===== src/rtl/axis_arb_pkg.sv =====
// Shared types and helpers for the N-input AXI-Stream packet arbiter.
package axis_arb_pkg;

    typedef enum logic [0:0] {
        IDLE = 1'b0,
        BUSY = 1'b1
    } arb_state_e;

    localparam logic ARB_RR   = 1'b0;
    localparam logic ARB_PRIO = 1'b1;

    // Width of a channel index; never narrower than one bit.
    function automatic int id_width(input int n);
        return (n > 1) ? $clog2(n) : 1;
    endfunction

endpackage


===== src/rtl/axis_arb_grant_sel.sv =====
// Combinational winner selection: rotating priority (round-robin) or lowest-index priority.
module axis_arb_grant_sel
    import axis_arb_pkg::*;
#(
    parameter int NUM_CH = 4,
    parameter int ID_W   = id_width(NUM_CH)
) (
    input  logic [NUM_CH-1:0] req,
    input  logic [ID_W-1:0]   last_grant,
    input  logic              mode,
    output logic [ID_W-1:0]   winner,
    output logic              any_req
);

    logic [ID_W:0] idx;

    // Scan from the lowest priority upward so the last hit is the highest-priority requester.
    always_comb begin
        winner  = '0;
        idx     = '0;
        any_req = |req;
        if (mode == ARB_PRIO) begin
            for (int unsigned i = NUM_CH; i > 0; i--) begin
                if (req[ID_W'(i - 1)]) begin
                    winner = ID_W'(i - 1);
                end
            end
        end else begin
            for (int unsigned i = NUM_CH; i > 0; i--) begin
                idx = {1'b0, last_grant} + (ID_W+1)'(i);
                if (idx >= (ID_W+1)'(NUM_CH)) begin
                    idx = idx - (ID_W+1)'(NUM_CH);
                end
                if (req[idx[ID_W-1:0]]) begin
                    winner = idx[ID_W-1:0];
                end
            end
        end
    end

endmodule


===== src/rtl/axis_rr_arbiter_n.sv =====
// N-input AXI-Stream packet arbiter: tlast-locked grants, registered output tagged with source index.
module axis_rr_arbiter_n
    import axis_arb_pkg::*;
#(
    parameter int NUM_CH   = 4,
    parameter int DATA_W   = 8,
    parameter int ARB_MODE = 0,
    parameter int ID_W     = id_width(NUM_CH)
) (
    input  logic                     axis_clk,
    input  logic                     resetn,
    input  logic [NUM_CH-1:0]        s_axis_tvalid,
    output logic [NUM_CH-1:0]        s_axis_tready,
    input  logic [NUM_CH*DATA_W-1:0] s_axis_tdata,
    input  logic [NUM_CH-1:0]        s_axis_tlast,
    output logic                     m_axis_tvalid,
    input  logic                     m_axis_tready,
    output logic [DATA_W-1:0]        m_axis_tdata,
    output logic                     m_axis_tlast,
    output logic [ID_W-1:0]          m_axis_tid,
    output logic                     busy
);

    localparam logic MODE = (ARB_MODE != 0) ? ARB_PRIO : ARB_RR;

    arb_state_e        state;
    logic [ID_W-1:0]   grant;
    logic [ID_W-1:0]   last_grant;
    logic [ID_W-1:0]   winner;
    logic              any_req;
    logic              out_ready;
    logic              accept;
    logic [DATA_W-1:0] chan_data [NUM_CH];

    axis_arb_grant_sel #(
        .NUM_CH (NUM_CH),
        .ID_W   (ID_W)
    ) u_grant_sel (
        .req        (s_axis_tvalid),
        .last_grant (last_grant),
        .mode       (MODE),
        .winner     (winner),
        .any_req    (any_req)
    );

    assign busy      = (state == BUSY);
    assign out_ready = ~m_axis_tvalid | m_axis_tready;
    assign accept    = busy & s_axis_tvalid[grant] & out_ready;

    for (genvar k = 0; k < NUM_CH; k++) begin : g_ch
        assign chan_data[k]     = s_axis_tdata[k*DATA_W +: DATA_W];
        assign s_axis_tready[k] = busy & (grant == ID_W'(k)) & out_ready;
    end

    always_ff @(posedge axis_clk) begin
        if (!resetn) begin
            state         <= IDLE;
            grant         <= '0;
            last_grant    <= ID_W'(NUM_CH - 1);
            m_axis_tvalid <= 1'b0;
            m_axis_tdata  <= '0;
            m_axis_tlast  <= 1'b0;
            m_axis_tid    <= '0;
        end else begin
            if (accept) begin
                m_axis_tvalid <= 1'b1;
                m_axis_tdata  <= chan_data[grant];
                m_axis_tlast  <= s_axis_tlast[grant];
                m_axis_tid    <= grant;
            end else if (m_axis_tready) begin
                m_axis_tvalid <= 1'b0;
            end

            case (state)
                IDLE: begin
                    if (any_req) begin
                        grant <= winner;
                        state <= BUSY;
                    end
                end
                BUSY: begin
                    if (accept && s_axis_tlast[grant]) begin
                        last_grant <= grant;
                        state      <= IDLE;
                    end
                end
                default: state <= IDLE;
            endcase
        end
    end

endmodule


===== config.mk =====
export PLATFORM = sky130hd
export DESIGN_NAME = axis_rr_arbiter_n
export DESIGN_NICKNAME = d
export VERILOG_FILES = /design/src/rtl/axis_arb_pkg.sv /design/src/rtl/axis_arb_grant_sel.sv /design/src/rtl/axis_rr_arbiter_n.sv
export SDC_FILE = /design/constraint.sdc
export NUM_CORES = 1
export LEC_CHECK = 0
export BUFFER_PORTS_ARGS = -buffer_cell sky130_fd_sc_hd__buf_2
export CAP_MARGIN = 20
export CORE_ASPECT_RATIO = 0.8
export CORE_MARGIN = 5
export CORE_UTILIZATION = 45
export CTS_BUF_LIST = sky130_fd_sc_hd__clkbuf_8
export CTS_CLUSTER_DIAMETER = 40
export DETAILED_ROUTE_END_ITERATION = 10
export PLACE_DENSITY = 0.81
export SLEW_MARGIN = 20
export SYNTH_ARGS = -nofsm -noshare
export SYNTH_HDL_FRONTEND = slang
export SYNTH_SLANG_ARGS = --single-unit
export TNS_END_PERCENT = 30

===== constraint.sdc =====
create_clock -name axis_clk -period 2.2 [get_ports axis_clk]
set_input_delay 0.44 -clock axis_clk [delete_from_list [all_inputs] [get_ports axis_clk]]
set_output_delay 0.44 -clock axis_clk [all_outputs]
set_load 0.1 [all_outputs]

# Word-level counts from Yosys, hierarchy flattened
# Cells that the tools add are included.
[word_totals]
latchBits = 0
ram_bits = 0
wordCells = 76
n_memories = 0
register_bits = 17
mem_bits_ro = 0
[op_classes]
n_reduce_logical = 6
muxes = 28
n_mul = 0
shift = 0
addsub = 8
order_cmp = 10
eq_ne = 3
div_mod_pow = 0
bitwise_logic = 14
[ops]
columns = ["op", "n"]
rows = [
  ["8-bit binary-select mux with 2-bit select", 1],
  ["2-bit 2-to-1 mux", 8],
  ["8-bit 2-to-1 mux", 2],
  ["3-bit greater-or-equal comparator (second input constant)", 5],
  ["2-bit by 3-bit < comparator with 1-bit output (second input constant)", 5],
  ["1-bit binary-select mux with 2-bit select", 6],
  ["1-bit bitwise AND", 10],
  ["1-bit 2-to-1 mux", 10],
  ["2-bit by 1-bit subtractor with 2-bit output (second input constant)", 4],
  ["2-bit by 2-bit adder with 3-bit output (second input constant)", 2],
  ["2-bit == test (second input constant)", 2],
  ["2-bit AND reduction", 2],
  ["4-bit OR reduction", 1],
  ["2-bit by 1-bit adder with 3-bit output (second input constant)", 1],
  ["2-bit by 3-bit adder with 3-bit output (second input constant)", 1],
  ["2-bit inverter with 3-bit output", 1],
  ["2-bit by 1-bit == test with 1-bit output (second input constant)", 1],
  ["2-bit logical NOT", 1],
  ["1-bit inverter", 2],
  ["1-bit one-hot mux with 2 select lines", 1],
  ["2-bit nonzero test", 1],
  ["1-bit logical AND", 1],
  ["1-bit bitwise OR", 1],
]

# Logic depth before layout (Yosys ltp)
# Gate-level depths: netlist of the first run.
[logic_depth]
word_depth = 9
depth_mapped = 6

# Cells and area by module
# Synthesis of the first run repeated with hierarchy kept, for this count alone.
[unflattened]
cells_unflattened = 122
hier_area_um2 = 1097.3
[modules_own_cells]
columns = ["module", "cells_each", "seq_area_each_um2", "area_each_um2", "n_inst"]
rows = [
  ["axis_rr_arbiter_n", 107, 340.3, 1001.0, 1],
  ["axis_arb_grant_sel", 15, 0.0, 96.3, 1],
]

# Worst setup path before layout of the first run
# OpenSTA, ideal clock, no wires.
[synth_path]
path_type = "register to output"
start = "register state, in the netlist busy"
end = "output s_axis_tready[2]"
arrival_time_ps = 3638
slack_ps = -1878
stages_incl_launch_ff = 4
n_path_buf = 1
path_cell_list = "dfxtp_1 -> clkbuf_1 -> nand2_1 -> nor3b_1"
[synth_between]
elab_chain_len = 2
[synth_lines]
columns = ["item", "line_no", "source"]
rows = [
  ["from (decl)", "axis_rr_arbiter_n.sv:26", "arb_state_e state;"],
  ["from (signal assigned)", "axis_rr_arbiter_n.sv:57", "state <= IDLE;"],
  ["from (signal assigned)", "axis_rr_arbiter_n.sv:78", "state <= BUSY;"],
  ["from (signal assigned)", "axis_rr_arbiter_n.sv:84", "state <= IDLE;"],
  ["1-bit bitwise AND (2 in a row)", "axis_rr_arbiter_n.sv:52", "assign s_axis_tready[k] = busy & (grant == ID_W'(k)) & out_ready;"],
  ["to (decl)", "axis_rr_arbiter_n.sv:13", "output logic [NUM_CH-1:0] s_axis_tready,"],
]
# No other way between the ends.

# Worst setup path after layout of the first run
[layout_path]
start = "register grant[1]"
end = "output s_axis_tready[2]"
[layout_between]
elab_chain_len = 3
[layout_lines]
columns = ["item", "line_no", "source"]
rows = [
  ["from (decl)", "axis_rr_arbiter_n.sv:27", "logic [ID_W-1:0] grant;"],
  ["from (signal assigned)", "axis_rr_arbiter_n.sv:77", "grant <= winner;"],
  ["2-bit == test", "axis_rr_arbiter_n.sv:52", ""],
  ["1-bit bitwise AND (2 in a row)", "axis_rr_arbiter_n.sv:52", ""],
]
# No other way between the ends.

==> results of run 1 <==
final timing paths:
check | start | slack [ns] | to | cells after the start
setup / recovery | grant[1] | 0.25 | s_axis_tready[2] | 3
hold / removal | m_axis_tlast | 0.47 | m_axis_tlast | 2
setup reg to reg | grant[0] | 0.35 | last_grant[0] | 5
hold reg to reg | m_axis_tlast | 0.47 | m_axis_tlast | 2
placed cells by master (no fill, tap or decap):
| master | instances |
|---|---|
| a21boi_0 | 2 |
| a21boi_1 | 1 |
| a21oi_1 | 5 |
| a311o_1 | 1 |
| a31o_2 | 1 |
| and4_1 | 1 |
| buf_12 | 3 |
| buf_2 | 56 |
| buf_4 | 3 |
| clkbuf_8 | 3 |
| clkinv_2 | 1 |
| dfxtp_1 | 15 |
| dfxtp_2 | 1 |
| dfxtp_4 | 1 |
| inv_1 | 2 |
| mux2_2 | 1 |
| mux2i_1 | 13 |
| mux4_1 | 6 |
| mux4_2 | 4 |
| nand2_1 | 8 |
| nand2_2 | 1 |
| nand2b_4 | 1 |
| nand3_2 | 1 |
| nand4_1 | 1 |
| nor2_1 | 2 |
| nor2b_1 | 12 |
| nor3_4 | 1 |
| nor3b_4 | 2 |
| o21a_1 | 1 |
| o21ai_0 | 2 |
| o221a_2 | 1 |
| o22ai_1 | 1 |
power by group:
group,switching [W],internal [W],total [W]
Combinational,0.000260,0.000144,0.000405
Sequential,0.0000233,0.000333,0.000356
Clock,0.000107,0.000126,0.000233
Total,0.000391,0.000603,0.000994
per-layer routing:
metal | up-vias | track usage
li1 | 478 | -
met1 | 450 | 0.1923
met2 | 38 | 0.2881
met3 | 0 | 0.05732
met4 | 0 | 0.02712
met5 | - | 0
tightest hold or removal path: stages (launching register included):
cell and delay [ns]:
dfxtp_1 0.31, nand2_1 0.06, a21boi_1 0.05
flip-flops by register name, summed over array words and instances, names as in the netlist:
signal / flops
grant: 2
last_grant: 2
m_axis_tid: 2
busy: 1
m_axis_tvalid: 1
m_axis_tlast: 1
m_axis_tdata: 8
Yosys cell counts, types with 2 or more instances:
cell type	number	area (µm²)
a21boi_0	2	15.01
a21oi_1	5	25.02
clkbuf_1	3	11.26
dfxtp_1	17	340.3
inv_1	2	7.510
mux2i_1	13	130.1
mux4_1	6	157.7
mux4_2	4	90.09
nand2_1	9	33.78
nor2_1	2	7.510
nor2b_1	12	75.07
nor3b_1	2	15.01
o21ai_0	2	10.01
stage by stage:
step | worst slack (ns) | cell area (µm²) | total power (W) | std cells | hold slack [ns]
3_5_place_dp | 0.3925 | 1449 | 0.0007686 | 175 | 0.4661
4_1_cts | 0.2257 | 1495 | 0.0009984 | 179 | 0.4754
2_1_floorplan | 0.03971 | 1121 | 0.0006866 | 95 | 0.4693
3_3_place_gp | 0.4073 | 1449 | 0.0007592 | 175 | 0.4495
6_report | 0.2477 | 1495 | 0.0009936 | 179 | 0.4693
5_1_grt | 0.1504 | 1495 | 0.001041 | 179 | 0.4919
logic make-up after synthesis:
| family | Yosys count | share of synthesized area |
|---|---|---|
| mux | 24 | 0.3667 |
| buf+inv | 9 | 0.05896 |
| simple gates | 30 | 0.1580 |
| flops | 17 | 0.3208 |
| compound gates | 15 | 0.09552 |
area by class of cell:
class	count	area, µm²	area share
clock buffer	3	41.29	0.02762
sequential	17	345.3	0.2310
timing repair buffer	62	362.8	0.2427
inverter	2	7.507	0.005021
multi-input combinational	69	701.9	0.4695
tap	25	31.28	0.02092
clock inverter	1	5.005	0.003347
==> flow_metrics.env, run 1 <==
export IMPL_start_util=0.4832
export IMPL_via_per_inst=5.397
export IMPL_dr_max_layer_used="met3"
export IMPL_ios=60
export IMPL_tightest_slew_ns=0.4974
export IMPL_ys_seq_area_frac=0.3208
export IMPL_yosys_warnings=0
export IMPL_clockRootBuffer="clkbuf_8"
export IMPL_htree_num_levels=1
export IMPL_wl_met2_um=1426
export IMPL_slew_headroom=0.6707
export IMPL_worstSetupPathType="reg -> out"
export IMPL_synth_async_reset_ratio=0
export IMPL_skew_ns=0.004442
export IMPL_rsz0062_at_grt="no"
export IMPL_setup_viol=0
export IMPL_maxCapViolCount=0
export IMPL_grt_antenna_before_repair=0
export IMPL_nNetsFinal=198
export IMPL_syn_inst=95
export IMPL_clk_latency_ns=0.25
export IMPL_clkSinkCount=17
export IMPL_m1WireLength_um=1163
export IMPL_die_h_um=53.43
export IMPL_dp_hpwl_um=2258
export IMPL_synthFlopType="dfxtp_1"
export IMPL_ant_nets=0
export IMPL_fin_crit_sh=0.8874
export IMPL_num_rows=15
export IMPL_syn_nets=138
export IMPL_cts_tree="yes"
export IMPL_grt_ovfl_total=0
export IMPL_cpLargestDelayFamily="flip-flops"
export IMPL_synth_area_um2=1061
export IMPL_core_area_um2=2196
export IMPL_path_cells="buf_4 -> nor3b_4 -> buf_12"
export IMPL_cp_arrival_ns=1.51
export IMPL_cp_start_kind="flop"
export IMPL_min_path_type="reg -> reg"
export IMPL_peakVddDrop_mv=0.5320
export IMPL_power_density_nw_per_um2=664.5
export IMPL_synth_seq_cells=17
export IMPL_utilization=0.6809
export IMPL_drt_wl_total_um=2795
export IMPL_first_pass_iters=4
export IMPL_synth_cell_types=29
export IMPL_synth_edff_count=0
export IMPL_cp_end_kind="primary output"
export IMPL_finalMaxSlewViolations=0
export IMPL_dr_total_vias=966
export IMPL_drive_above_1_share=0.5260
export IMPL_max_stage_delay_ns=0.52
export IMPL_gp_congestion=0.8275
export IMPL_avgSynthCellArea_um2=11.17
export IMPL_cts_resized_gates=0
export IMPL_gr_usage_all_layers=0.1627
export IMPL_tns_ns=0
export IMPL_die_x_um=64.29
export IMPL_critPathBufInv=2
export IMPL_critPathRequiredTime_ns=1.76
export IMPL_status="finished clean"
export IMPL_clockBufferDepth=2
export IMPL_fillers=168
export IMPL_drt_wirelength_per_cell_um=15.61
export IMPL_crit_fanout=11
export IMPL_finalHoldViolCount=0
export IMPL_grt_start_max_net_pins=18
export IMPL_antenna_diode_count=0
export IMPL_dieArea_um2=3435
export IMPL_crit_slowest_cell="dfxtp_1"
export IMPL_first_iter_violations=45
export IMPL_total_leakage_power_nw=0.7413
export IMPL_areaGrowthSynthToFinish_pct=40.92
export IMPL_numCtsBuffers=3
export IMPL_grt_pass1_wl_um=4381
export IMPL_postCtsSetupRepairBufs=0
export IMPL_first_global_vias=988
export IMPL_drc_errors=0
export IMPL_clkTransAtPathRegs_ns=0.07
export IMPL_fin_crit_ns=1.952
export IMPL_port_buffers=59
export IMPL_holdBufCountCts=0
export IMPL_fmax_mhz=512.2
export IMPL_wl_met3_um=205
Power figures use the tool's default switching activity.
==> run 2, diff against run 1 <==
Settings changed: BUFFER_PORTS_ARGS -buffer_cell sky130_fd_sc_hd__buf_2 to -buffer_cell sky130_fd_sc_hd__buf_4.
==> flow_metrics.env, run 2 (same netlist as run 1, synthesis figures left out) <==
export IMPL_status="finished clean"
export IMPL_largest_reg_flops=8
export IMPL_fmax_mhz=512.5
export IMPL_via_per_inst=5.771
export IMPL_grt_start_max_net_pins=18
export IMPL_holdBufCountCts=0
export IMPL_dp_hpwl_um=2548
export IMPL_peakVddDrop_mv=0.6290
export IMPL_finalHoldViolCount=0
export IMPL_numCtsBuffers=3
export IMPL_fin_area_um2=1597
export IMPL_antenna_diode_count=0
export IMPL_drt_wirelength_per_cell_um=18.11
export IMPL_rsz0062_at_grt="no"
export IMPL_cpLargestDelayFamily="flip-flops"
export IMPL_port_buffers=59
export IMPL_drive_above_1_share=0.5195
export IMPL_cts_resized_gates=0
export IMPL_dr_total_vias=1033
export IMPL_clk_latency_ns=0.25
export IMPL_regArea_um2=345.3
export IMPL_power_density_nw_per_um2=643.4
export IMPL_cp_start_kind="flop"
export IMPL_worstSetupPathType="reg -> out"
export IMPL_nNetsFinal=198
export IMPL_first_global_vias=1008
export IMPL_dieArea_um2=3435
export IMPL_start_util=0.4832
export IMPL_areaGrowthSynthToFinish_pct=50.47
export IMPL_ios=60
export IMPL_fin_crit_sh=0.8870
export IMPL_max_stage_delay_ns=0.67
export IMPL_postCtsSetupRepairBufs=0
export IMPL_total_leakage_power_nw=0.7718
export IMPL_maxCapViolCount=0
export IMPL_cp_end_kind="primary output"
export IMPL_min_path_type="in -> reg"
export IMPL_finalMaxSlewViolations=0
export IMPL_grt_antenna_before_repair=0
export IMPL_gr_usage_all_layers=0.1869
export IMPL_crit_slowest_cell="dfxtp_1"
export IMPL_cp_arrival_ns=1.51
export IMPL_drc_errors=0
export IMPL_place_area_um2=1551
export IMPL_tns_ns=0
export IMPL_fin_crit_ns=1.951
export IMPL_critPathBufInv=1
export IMPL_tightest_slew_ns=0.5489
export IMPL_multi_input_area_um2=701.9
export IMPL_clkTransAtPathRegs_ns=0.07
export IMPL_clockBufferDepth=2
export IMPL_setup_viol=0
export IMPL_first_iter_violations=47
export IMPL_regMostFlops="m_axis_tdata"
export IMPL_die_h_um=53.43
export IMPL_fillers=168
export IMPL_ant_nets=0
export IMPL_num_rows=15
export IMPL_gp_congestion=0.8611
export IMPL_grt_pass1_wl_um=4961
export IMPL_clkSinkCount=17
export IMPL_first_pass_iters=4
export IMPL_grt_ovfl_total=0
export IMPL_cts_tree="yes"
export IMPL_skew_ns=0.001761
export IMPL_path_cells="and4_1 -> buf_4"
export IMPL_clockRootBuffer="clkbuf_8"
export IMPL_core_area_um2=2196
export IMPL_htree_num_levels=1
export IMPL_crit_fanout=11
export IMPL_slew_headroom=0.6335
export IMPL_most_common_layout_cells="buf_4 (62), dfxtp_1 (15), mux2i_1 (13)"
export IMPL_critPathRequiredTime_ns=1.76
export IMPL_final_common_cell="buf_4"
export IMPL_die_x_um=64.29
export IMPL_drt_wl_total_um=3242
## run 2: path summary, 6_finish.rpt
check / startpoint / cells past startpoint / slack [ns] / end
max: grant[1] / 2 / 0.25 / s_axis_tready[3]
max reg2reg: grant[1] / 4 / 0.39 / m_axis_tdata[4]
min: resetn / 2 / 0.45 / last_grant[1]
min reg2reg: m_axis_tlast / 2 / 0.46 / m_axis_tlast
## run 2: layout make-up
type,count,share of cell area
inverters,2,0.004702
multi-input cells,69,0.4397
clock inverters,1,0.002351
flip-flops and latches,17,0.2163
clock buffers,3,0.02586
well taps,25,0.01959
repair buffers,62,0.2915
## run 2: per-layer routing
layer,part of all wire,wire (µm),global-route usage
met4,0.018,57,0.05085
met1,0.39,1272,0.2251
met2,0.50,1611,0.3195
met5,0,0,0
met3,0.093,301,0.06157
## run 2: through the flow
stage	util	power, W	worst slack [ns]	hold WS [ns]	cells
2_1_floorplan	-	0.0006866	0.03971	0.4693	95
3_3_place_gp	0.7066	0.0007893	0.4207	0.4478	175
3_5_place_dp	0.7066	0.0008005	0.3909	0.4545	175
4_1_cts	0.7271	0.001030	0.2502	0.4551	179
5_1_grt	0.7271	0.001067	0.1638	0.4599	179
6_report	0.7271	0.001027	0.2486	0.4525	179
## run 2: worst register-to-register path: cells and delay by family, from the launching register on
kind             cells  cell delay [ns]
multiplexers         2             0.68
flip-flops           1             0.67
AND/OR/NAND/NOR      2             0.36
## run 2: where the power goes
group	switching (W)	leakage [nW]	total, W	internal, W
Clock	0.000109	0.0269	0.000233	0.000124
Combinational	0.000261	0.605	0.000433	0.000172
Sequential	0.0000286	0.140	0.000361	0.000333
Total	0.000399	0.772	0.00103	0.000628
==> run 3, diff against run 2 <==
==> constraint.sdc (replaced) <==
create_clock -name axis_clk -period 2.2 [get_ports axis_clk]
set_input_delay 0.33 -clock axis_clk [delete_from_list [all_inputs] [get_ports axis_clk]]
set_output_delay 0.33 -clock axis_clk [all_outputs]
set_load 0.1 [all_outputs]
==> flow_metrics.env, run 3 (same netlist as run 1, synthesis figures left out) <==
export IMPL_status="finished clean"
export IMPL_rsz0062_at_grt="no"
export IMPL_port_buffers=59
export IMPL_slew_headroom=0.7303
export IMPL_first_global_vias=1072
export IMPL_fin_area_um2=1588
export IMPL_tns_ns=0
export IMPL_numCtsBuffers=3
export IMPL_grt_pass1_wl_um=5119
export IMPL_first_pass_iters=4
export IMPL_critPathRequiredTime_ns=1.87
export IMPL_holdBufCountCts=0
export IMPL_grt_antenna_before_repair=0
export IMPL_peakVddDrop_mv=0.5798
export IMPL_final_common_cell="buf_4"
export IMPL_largest_reg_flops=8
export IMPL_min_path_type="in -> reg"
export IMPL_maxCapViolCount=0
export IMPL_grt_start_max_net_pins=18
export IMPL_total_leakage_power_nw=0.7649
export IMPL_regMostFlops="m_axis_tdata"
export IMPL_die_h_um=53.43
export IMPL_drive_above_1_share=0.5130
export IMPL_areaGrowthSynthToFinish_pct=49.65
export IMPL_clk_latency_ns=0.25
export IMPL_first_iter_violations=26
export IMPL_cp_end_kind="primary output"
export IMPL_clockBufferDepth=2
export IMPL_min_path_cells=2
export IMPL_setup_viol=0
export IMPL_clockRootBuffer="clkbuf_8"
export IMPL_nNetsFinal=198
export IMPL_fin_crit_ns=1.955
export IMPL_regArea_um2=345.3
export IMPL_core_area_um2=2196
export IMPL_p_total_w=0.001026
export IMPL_finalHoldViolCount=0
export IMPL_gp_congestion=0.8284
export IMPL_dp_hpwl_um=2431
export IMPL_cp_arrival_ns=1.62
export IMPL_clkSinkCount=17
export IMPL_ios=60
export IMPL_finalMaxSlewViolations=0
export IMPL_cts_tree="yes"
export IMPL_fin_crit_sh=0.8886
export IMPL_tightest_slew_ns=0.4040
export IMPL_cts_resized_gates=0
export IMPL_fmax_mhz=511.5
export IMPL_die_x_um=64.29
export IMPL_drt_wl_total_um=3118
export IMPL_worstSetupPathType="reg -> out"
export IMPL_grt_ovfl_total=0
export IMPL_gr_usage_all_layers=0.1907
export IMPL_ant_nets=0
export IMPL_drt_wirelength_per_cell_um=17.42
export IMPL_htree_num_levels=1
export IMPL_dr_total_vias=996
export IMPL_num_rows=15
export IMPL_clkTransAtPathRegs_ns=0.07
export IMPL_power_density_nw_per_um2=646.0
export IMPL_crit_fanout=11
export IMPL_dieArea_um2=3435
export IMPL_multi_input_area_um2=691.9
export IMPL_start_util=0.4832
export IMPL_fillers=163
export IMPL_place_area_um2=1541
export IMPL_antenna_diode_count=0
export IMPL_drc_errors=0
export IMPL_cp_start_kind="flop"
export IMPL_skew_ns=0.004086
export IMPL_most_common_layout_cells="buf_4 (62), dfxtp_1 (15), mux2i_1 (13)"
export IMPL_via_per_inst=5.564
export IMPL_rr_worst_depth=4
export IMPL_postCtsSetupRepairBufs=0
==> run 3: changes by cell type in the layout (fill, tap and decap cells not counted) <==
cell,previous run,this run
inv_1,3,2
clkinv_2,0,1
nand2_2,1,0
nand2b_4,1,0
nand2_1,8,9
nand2b_1,0,1
==> run 3: routing by layer <==
metal / vias up / part of all wire / GRT usage
li1: 476 / - / -
met1: 470 / 0.40 / 0.2059
met2: 48 / 0.51 / 0.3659
met3: 2 / 0.089 / 0.05945
met4: 0 / 0.0038 / 0.03729
met5: - / 0 / 0
==> run 3: path summary, 6_finish.rpt <==
check                    start                to  slack, ns
setup reg to reg      grant[0]   m_axis_tdata[5]       0.33
setup / recovery      grant[0]  s_axis_tready[3]       0.25
hold reg to reg   m_axis_tlast      m_axis_tlast       0.46
hold / removal          resetn     last_grant[1]       0.33
==> run 3: critical path, stage by stage, from the launching register on <==
cell     delay [ns]
dfxtp_1        0.57
buf_4          0.30
and4_1         0.21
buf_4          0.29
==> run 3: cell type report <==
cell class	instances	area share
Tap cell	25	0.01970
Timing Repair Buffer	62	0.2931
Inverter	2	0.004728
Clock buffer	3	0.02600
Clock inverter	1	0.003152
Multi-Input combinational cell	69	0.4358
Sequential cell	17	0.2175
==> run 3: per-stage QoR <==
step	cells	worst slack [ns]	util	hold WS [ns]
2_1_floorplan	95	0.02848	-	0.4568
3_3_place_gp	175	0.4512	0.7020	0.4440
5_1_grt	179	0.1885	0.7231	0.3291
6_report	179	0.2451	0.7231	0.3304
4_1_cts	179	0.2347	0.7231	0.3287
3_5_place_dp	175	0.3354	0.7020	0.4539
==> run 3: power breakdown <==
| group | total (W) | switching (W) | internal [W] |
|---|---|---|---|
| clock | 0.000236 | 0.000110 | 0.000126 |
| sequential | 0.000359 | 0.0000267 | 0.000333 |
| combinational | 0.000431 | 0.000261 | 0.000169 |
| total | 0.00103 | 0.000398 | 0.000628 |
